==> config.mk <==
export PLATFORM = sky130hd
export DESIGN_NAME = snake_ctrl
export DESIGN_NICKNAME = d
export VERILOG_FILES = /design/src/rtl/snake_pkg.sv /design/src/rtl/snake_body.sv /design/src/rtl/snake_ctrl.sv
export SDC_FILE = /design/constraint.sdc
export NUM_CORES = 1
export LEC_CHECK = 0
export ABC_CLOCK_PERIOD_IN_PS = 16030
export CORE_MARGIN = 2
export CORE_UTILIZATION = 50
export DETAILED_ROUTE_END_ITERATION = 16
export PLACE_DENSITY_LB_ADDON = 0.12
export SLEW_MARGIN = 20
export SYNTH_ARGS = -nofsm -noshare
export SYNTH_HDL_FRONTEND = slang
export SYNTH_HIERARCHICAL = 1
export SYNTH_SLANG_ARGS = --single-unit
export TNS_END_PERCENT = 5
==> constraint.sdc <==
create_clock -name i_Clk -period 16.03 [get_ports i_Clk]
set_clock_uncertainty 0.2 [all_clocks]
set_input_delay 1.603 -clock i_Clk [delete_from_list [all_inputs] [get_ports i_Clk]]
set_output_delay 1.603 -clock i_Clk [all_outputs]
set_load 0.02 [all_outputs]
==> src/rtl/snake_pkg.sv <==
// Shared grid geometry, direction and FSM encodings for the snake game controller.
package snake_pkg;

  localparam int unsigned GRID_W  = 7;
  localparam int unsigned GRID_H  = 6;
  localparam int unsigned MAX_LEN = 8;

  localparam logic [2:0] START_X = 3'd1;
  localparam logic [2:0] START_Y = 3'd3;

  // Opposite directions differ only in bit 0.
  typedef enum logic [1:0] {
    UP    = 2'd0,
    DOWN  = 2'd1,
    LEFT  = 2'd2,
    RIGHT = 2'd3
  } dir_t;

  typedef enum logic [1:0] {
    IDLE = 2'd0,
    RUN  = 2'd1,
    OVER = 2'd2,
    WIN  = 2'd3
  } state_t;

  function automatic dir_t dir_opposite(input dir_t d);
    return dir_t'(d ^ 2'b01);
  endfunction

endpackage

==> src/rtl/snake_body.sv <==
// Segment shift register (index 0 = head) with growth control and a registered occupancy bitmap.
module snake_body
  import snake_pkg::*;
#(
  parameter int unsigned GRID_W  = snake_pkg::GRID_W,
  parameter int unsigned GRID_H  = snake_pkg::GRID_H,
  parameter int unsigned MAX_LEN = snake_pkg::MAX_LEN
) (
  input  logic                       clk_i,
  input  logic                       rst_i,
  input  logic                       shift_i,
  input  logic                       grow_i,
  input  logic [2:0]                 head_x_i,
  input  logic [2:0]                 head_y_i,
  output logic [MAX_LEN-1:0][2:0]    seg_x_o,
  output logic [MAX_LEN-1:0][2:0]    seg_y_o,
  output logic [3:0]                 len_o,
  output logic [GRID_W*GRID_H-1:0]   occ_o
);

  localparam int unsigned CELLS   = GRID_W * GRID_H;
  localparam int unsigned RST_IDX = 32'(START_Y) * GRID_W + 32'(START_X);
  localparam logic [CELLS-1:0] OCC_RST = {{(CELLS-1){1'b0}}, 1'b1} << RST_IDX;

  logic [MAX_LEN-1:0][2:0] seg_x_q, seg_x_d;
  logic [MAX_LEN-1:0][2:0] seg_y_q, seg_y_d;
  logic [3:0]              len_q, len_d;
  logic [CELLS-1:0]        occ_q, occ_d;
  logic [5:0]              idx;

  always_comb begin
    seg_x_d = seg_x_q;
    seg_y_d = seg_y_q;
    len_d   = len_q;
    occ_d   = '0;
    idx     = '0;
    if (shift_i) begin
      for (int unsigned i = MAX_LEN - 1; i > 0; i--) begin
        seg_x_d[i] = seg_x_q[i-1];
        seg_y_d[i] = seg_y_q[i-1];
      end
      seg_x_d[0] = head_x_i;
      seg_y_d[0] = head_y_i;
      // The old tail shifts into index len_q, so growing just widens the window.
      if (grow_i) begin
        len_d = len_q + 4'd1;
      end
    end
    for (int unsigned i = 0; i < MAX_LEN; i++) begin
      idx = 6'(seg_y_d[i]) * 6'(GRID_W) + 6'(seg_x_d[i]);
      if (4'(i) < len_d) begin
        occ_d[idx] = 1'b1;
      end
    end
  end

  always_ff @(posedge clk_i) begin
    if (rst_i) begin
      seg_x_q <= {MAX_LEN{START_X}};
      seg_y_q <= {MAX_LEN{START_Y}};
      len_q   <= 4'd1;
      occ_q   <= OCC_RST;
    end else begin
      seg_x_q <= seg_x_d;
      seg_y_q <= seg_y_d;
      len_q   <= len_d;
      occ_q   <= occ_d;
    end
  end

  assign seg_x_o = seg_x_q;
  assign seg_y_o = seg_y_q;
  assign len_o   = len_q;
  assign occ_o   = occ_q;

endmodule

==> src/rtl/snake_ctrl.sv <==
// Snake game controller: FSM, direction handling, wall/self-collision and eat decode.
module snake_ctrl
  import snake_pkg::*;
#(
  parameter int unsigned GRID_W  = snake_pkg::GRID_W,
  parameter int unsigned GRID_H  = snake_pkg::GRID_H,
  parameter int unsigned MAX_LEN = snake_pkg::MAX_LEN
) (
  input  logic                     i_Clk,
  input  logic                     i_Reset,
  input  logic                     i_Tick,
  input  logic                     i_Up,
  input  logic                     i_Down,
  input  logic                     i_Left,
  input  logic                     i_Right,
  input  logic [2:0]               i_Apple_X,
  input  logic [2:0]               i_Apple_Y,
  output logic [2:0]               o_Head_X,
  output logic [2:0]               o_Head_Y,
  output logic [3:0]               o_Length,
  output logic [GRID_W*GRID_H-1:0] o_Occupancy,
  output logic                     o_Eat,
  output logic                     o_Game_Over,
  output logic                     o_Win
);

  state_t state_q;
  dir_t   pend_q, exec_q;
  logic   eat_q, over_q, win_q;

  logic [MAX_LEN-1:0][2:0] seg_x, seg_y;
  logic [3:0]              len;

  logic       btn_any, rev_blocked;
  dir_t       req, pend_eff;
  logic [2:0] hx, hy, nx, ny;
  logic       wall_hit, eat_hit, self_hit;
  logic [3:0] keep_n;
  logic       move, grow;

  always_comb begin
    btn_any = i_Up | i_Down | i_Left | i_Right;
    if (i_Up) begin
      req = UP;
    end else if (i_Down) begin
      req = DOWN;
    end else if (i_Left) begin
      req = LEFT;
    end else begin
      req = RIGHT;
    end
    rev_blocked = (len > 4'd1) && (req == dir_opposite(exec_q));
    // A button in the tick cycle already steers that tick.
    pend_eff = (btn_any && !rev_blocked) ? req : pend_q;

    hx       = seg_x[0];
    hy       = seg_y[0];
    nx       = hx;
    ny       = hy;
    wall_hit = 1'b0;
    case (pend_eff)
      UP: begin
        wall_hit = (hy == 3'd0);
        ny       = hy - 3'd1;
      end
      DOWN: begin
        wall_hit = (hy == 3'(GRID_H - 1));
        ny       = hy + 3'd1;
      end
      LEFT: begin
        wall_hit = (hx == 3'd0);
        nx       = hx - 3'd1;
      end
      RIGHT: begin
        wall_hit = (hx == 3'(GRID_W - 1));
        nx       = hx + 3'd1;
      end
      default: ;
    endcase

    eat_hit = (nx == i_Apple_X) && (ny == i_Apple_Y);
    // Segments that survive the move: the tail cell is vacated unless eating.
    keep_n   = eat_hit ? len : (len - 4'd1);
    self_hit = 1'b0;
    for (int unsigned i = 0; i < MAX_LEN; i++) begin
      if ((4'(i) < keep_n) && (seg_x[i] == nx) && (seg_y[i] == ny)) begin
        self_hit = 1'b1;
      end
    end

    move = (state_q == RUN) && i_Tick && !wall_hit && !self_hit;
    grow = move && eat_hit;
  end

  always_ff @(posedge i_Clk) begin
    if (i_Reset) begin
      state_q <= IDLE;
      pend_q  <= RIGHT;
      exec_q  <= RIGHT;
      eat_q   <= 1'b0;
      over_q  <= 1'b0;
      win_q   <= 1'b0;
    end else begin
      eat_q <= 1'b0;
      case (state_q)
        IDLE: begin
          if (btn_any) begin
            pend_q  <= req;
            exec_q  <= req;
            state_q <= RUN;
          end
        end
        RUN: begin
          pend_q <= pend_eff;
          if (i_Tick) begin
            exec_q <= pend_eff;
            if (wall_hit || self_hit) begin
              state_q <= OVER;
              over_q  <= 1'b1;
            end else if (eat_hit) begin
              eat_q <= 1'b1;
              if (len == 4'(MAX_LEN - 1)) begin
                state_q <= WIN;
                win_q   <= 1'b1;
              end
            end
          end
        end
        default: ;
      endcase
    end
  end

  snake_body #(
    .GRID_W (GRID_W),
    .GRID_H (GRID_H),
    .MAX_LEN(MAX_LEN)
  ) u_body (
    .clk_i   (i_Clk),
    .rst_i   (i_Reset),
    .shift_i (move),
    .grow_i  (grow),
    .head_x_i(nx),
    .head_y_i(ny),
    .seg_x_o (seg_x),
    .seg_y_o (seg_y),
    .len_o   (len),
    .occ_o   (o_Occupancy)
  );

  assign o_Head_X    = seg_x[0];
  assign o_Head_Y    = seg_y[0];
  assign o_Length    = len;
  assign o_Eat       = eat_q;
  assign o_Game_Over = over_q;
  assign o_Win       = win_q;

endmodule

Yosys cells after proc, flatten, opt, wreduce, memory -nomap -nowiden. Index checks and enable logic that the tools add are counted.

Register bits: 103. Bits of input ports: 13. Output and inout port bits: 55. Logic and storage cells: 224.

Bitwise operators: 14. $mul: 8. $add $sub $neg: 14. Magnitude comparators: 33. Muxes and demuxes: 55. Reduce and logical (&&, ||, !) cells: 46. Equality and inequality tests: 30.

Operators by type and width (count): $mux 42 (8); $or 42x42->42 (7); $lt 6x7->1 const B (8); $eq 3x3->1 (18); $add 6x3->6 (8); $demux 1 s6 (8); $ge 6x1->1 const B (8); $mul 3x3->6 const B (8); $mux 24 (2); $lt 3x4->1 const A (8); $logic_and 1x1->1 (31); $mux 2 (10); $mux 1 (18); $lt 1x4->1 const A (4); $lt 2x4->1 const A (4); $mux 4 (3); $pmux 2 s2 (3); $pmux 3 s2 (2); $reduce_and 5->1 (2); $add 3x1->3 const B (2); $eq 3x3->1 const B (2); $logic_not 3->1 (2); $reduce_and 3->1 (2); $sub 3x1->3 const B (2); 19 further kinds (30).

Longest topological paths before layout.
Word-level depth: 48. Gate-level depth with buffers: 41. Gate-level depth less buffers: 33.

Cells and area by module. Netlist, hierarchy kept.

Modules (own cells, without submodules): snake_body (times used 1, area each 8778.4 sq um, sequential area each 1881.8 sq um, cells an instance 1095); snake_ctrl (times used 1, area each 2278.4 sq um, sequential area each 180.2 sq um, cells an instance 313).

Worst setup path after synthesis. No wires, ideal clock.

Path type: input-to-reg. From: in i_Down. To: reg u_body.occ_q[15], in the netlist u_body/occ_o[15]. Arrival time: 9975 ps. Cell stages on the path: 35. Setup slack: 5722 ps. Library setup time: 132 ps. Path buffers: 6. Required time: 15698 ps. Path through: nand2b_1 -> a21boi_0 -> o21ai_0 -> nand3_1 -> clkbuf_1 -> nor2_1 -> fa_1 -> clkbuf_1 -> or3_1 -> o41ai_1 -> o32ai_1 -> a221oi_1 -> o2111ai_2 -> and4_4 -> nor4_2 -> a21oi_1 -> or3_1 -> buf_6 -> nor2_1 -> buf_2 -> buf_2 -> buf_1 -> mux2i_1 -> inv_1 -> fa_1 -> inv_1 -> fa_1 -> fa_1 -> nor2b_1 -> o21ai_0 -> nor3b_1 -> o21ai_1 -> o22ai_1 -> a2111oi_0 -> a31oi_1.

RTL lines: start, declared (line snake_ctrl.sv:13) `input logic i_Down,`; end signal, assigned (line snake_body.sv:62) `occ_q <= OCC_RST;`; end signal, assigned (line snake_body.sv:67) `occ_q <= occ_d;`; end, declared (line snake_body.sv:28) `logic [CELLS-1:0] occ_q, occ_d;`.

==> flow_summary.json <==
{
  "post_cts_buffers": 0,
  "worst_slack_ns": 3.71,
  "post-route-min-period_ns": 12.32,
  "fp.dieH_microns": 153,
  "maxSlewHeadroom": 0.160,
  "crit_arrival_ns": 12.38,
  "yosys.area.top_type": "dfxtp_1",
  "clk_latency_ns": 0.36,
  "hold_violations": 0,
  "yosys_warnings": 6,
  "synth-edff-count": 0,
  "syn_to_final_growth_pct": 10.2,
  "fin_hold_ws_ns": 0.288,
  "drtPass1Iterations": 8,
  "ys_seq_elements": 103,
  "wl_per_cell_microns": 23.9,
  "drive_gt1_frac": 0.0649,
  "end_kind": "register",
  "reg2reg_slack_ns": 4.21,
  "worst_pin_slew_ns": 1.26,
  "postCtsResizedCells": 0,
  "syn_nets": 1539,
  "cts_sinks": 103,
  "placementRows": 54,
  "syn_inst": 1408,
  "dp_cells": 1698,
  "wl_microns": 41000,
  "hold_depth": 2,
  "initial_core_util": 0.508,
  "max-cap-violations": 0,
  "place.gp.congestion": 1.07,
  "p_leak_nw": 4.42,
  "io_pins": 68,
  "synth_async_sr_flop_share": 0,
  "worstReg2RegEnd": "u_body/occ_o[7]",
  "detailed_place_hpwl_microns": 31600,
  "synth_area_leaders": "dfxtp_1, ha_1, fa_1",
  "dieArea_sq_um": 23300,
  "viasPerCell": 6.44,
  "drv_slew": 0,
  "cts.path.max_buffers": 2,
  "synth_top_area_share": 0.186,
  "gr-usage-all-layers": 0.347,
  "cts_root_buf": "clkbuf_16",
  "htreeDepth": 3,
  "synth_cell_types": 89,
  "status": "finished clean",
  "power_density_nw_per_um2": 73.8,
  "reg2reg_from": "u_body/len_o[0]",
  "core_area_sq_um": 21800,
  "grt_max_degree": 104,
  "crit_required_ns": 16.09,
  "path_max_fanout": 55,
  "slowest_delay_ns": 1.01,
  "layoutNonFillerInstCount": 1715,
  "ir_drop_uv": 56.0,
  "setup_viol": 0,
  "dp_slack_ns": 3.54,
  "tritoncts": "done",
  "clk_pin_slew_worst_paths_ns": 0.08,
  "die_x_microns": 153,
  "fin_setup_tns_ns": 0,
  "crit_slowest_cell": "nor2b_1",
  "start_kind": "input port",
  "synthesis.area_sq_um": 11100,
  "port_buffers": 67,
  "worst_hold_path_type": "register to register",
  "drc": 0,
  "drtAntennaViolNets": 0,
  "rsz0062_at_grt": "false",
  "nets": 1560,
  "grt_overflow": 0,
  "antenna_found_initial": 0,
  "final_core_util": 0.560,
  "hp-start": "o_Win",
  "r2r_cells": 31,
  "grt_pass1_vias": 10423,
  "vias": 11042,
  "hold_buffers": 0,
  "syn_area_per_cell_sq_um": 7.85,
  "fmax_mhz": 81.2,
  "hold-path-endpoint": "o_Win",
  "synth-main-ff-cell": "dfxtp_1",
  "critPathKind": "input port to register",
  "synth.yosys.seq_area_share": 0.186,
  "drt-initial-drc-count": 1389,
  "finalCritPeriodShare": 0.768,
  "grt_pass1_wl_microns": 63000,
  "cts_buffers": 9
}
==> flip-flops by register name, summed over array words and instances (netlist names) <==
| name | count |
|---|---|
| u_body/seg_x_o | 24 |
| pend_q | 2 |
| u_body/occ_o | 42 |
| u_body/len_o | 4 |
| o_Game_Over | 1 |
| state_q | 2 |
| u_body/seg_y_o | 24 |
| o_Eat | 1 |
| o_Win | 1 |
| exec_q | 2 |
==> critical path: cells and delay by family <==
family | cells | cell delay (ns)
adder cells (fa/ha/maj) | 4 | 2.00
XOR/XNOR | 1 | 0.53
buffers and inverters | 5 | 1.46
AO/OA/AOI/OAI | 11 | 2.56
multiplexers | 1 | 0.46
AND/OR/NAND/NOR | 9 | 3.71
==> final cells by class <==
type	instances	area [sq um]
Tap cell	280	350
Clock inverter	7	80.1
Antenna cell	1	2.50
Sequential cell	103	2060
Timing Repair Buffer	74	718
Fill cell	2047	9580
Clock buffer	9	225
Inverter	105	394
Multi-Input combinational cell	1136	8350
==> where the power goes <==
part           total, mW  internal (mW)  switching, mW
Sequential         0.279          0.269        0.00925
Combinational      0.388          0.130          0.258
Clock              0.233          0.124          0.109
Total              0.899          0.523          0.376
==> synth_stat cells, drive strengths merged (16+ instances only) <==
| library cell | count |
|---|---|
| a211oi | 16 |
| a21oi | 86 |
| a221oi | 33 |
| a31oi | 31 |
| buf | 17 |
| clkbuf | 47 |
| dfxtp | 103 |
| fa | 34 |
| ha | 84 |
| inv | 105 |
| mux2 | 26 |
| mux2i | 25 |
| nand2 | 78 |
| nand2b | 34 |
| nand3 | 47 |
| nor2 | 160 |
| nor2b | 40 |
| nor3 | 40 |
| o21ai | 21 |
| o22ai | 59 |
| xnor2 | 52 |
| xor2 | 48 |
==> worst max-delay path by stage <==
stage | start | endpoint | slack [ns] | cells after the start
floorplan | i_Down | u_body/occ_o[15] | 5.72 | 35
global placement | i_Down | u_body/occ_o[15] | 3.72 | 30
detailed placement | i_Down | u_body/occ_o[15] | 3.54 | 31
CTS | i_Down | u_body/occ_o[15] | 3.90 | 31
global route | i_Down | u_body/occ_o[7] | 2.96 | 32
finish | i_Down | u_body/occ_o[7] | 3.71 | 31
==> placed cells by master (no fill, tap or decap), types with 38 or more instances in the layout <==
cell type,Yosys,final
dfxtp_1,103,103
o22ai_1,59,59
nor2_1,159,158
xnor2_1,50,50
a21oi_1,86,86
nand3_1,46,46
nor2b_1,40,40
xor2_1,47,47
inv_1,105,105
clkdlybuf4s50_1,0,66
ha_1,84,84
nand2_1,77,77
nor3_1,39,38
==> routing by layer <==
| metal | vias up | GRT usage | wire, microns |
|---|---|---|---|
| met5 | - | 0 | 0 |
| met4 | 0 | 0.116 | 1320 |
| met3 | 106 | 0.0850 | 4060 |
| met2 | 594 | 0.534 | 17900 |
| met1 | 5234 | 0.478 | 17700 |
| li1 | 5108 | - | - |
==> cell families (layout without fill, tap and decap cells) <==
logic type	Yosys count	count (layout)	synth area share
fa+ha+maj	118	118	0.157
simple gates	523	523	0.246
compound gates	341	341	0.215
mux	51	51	0.0491
buf+inv	169	195	0.0597
xor+xnor	103	103	0.0874
flops	103	103	0.186
other cells	0	1	0
==> metrics by stage <==
stage,power [mW],instance area (sq um)
after floorplan,0.524,11100
after detailed placement,0.657,11900
after global placement,0.659,11900
after global routing,0.940,12200
final,0.899,12200
after CTS,0.891,12200
Power figures use the tool's default switching activity.
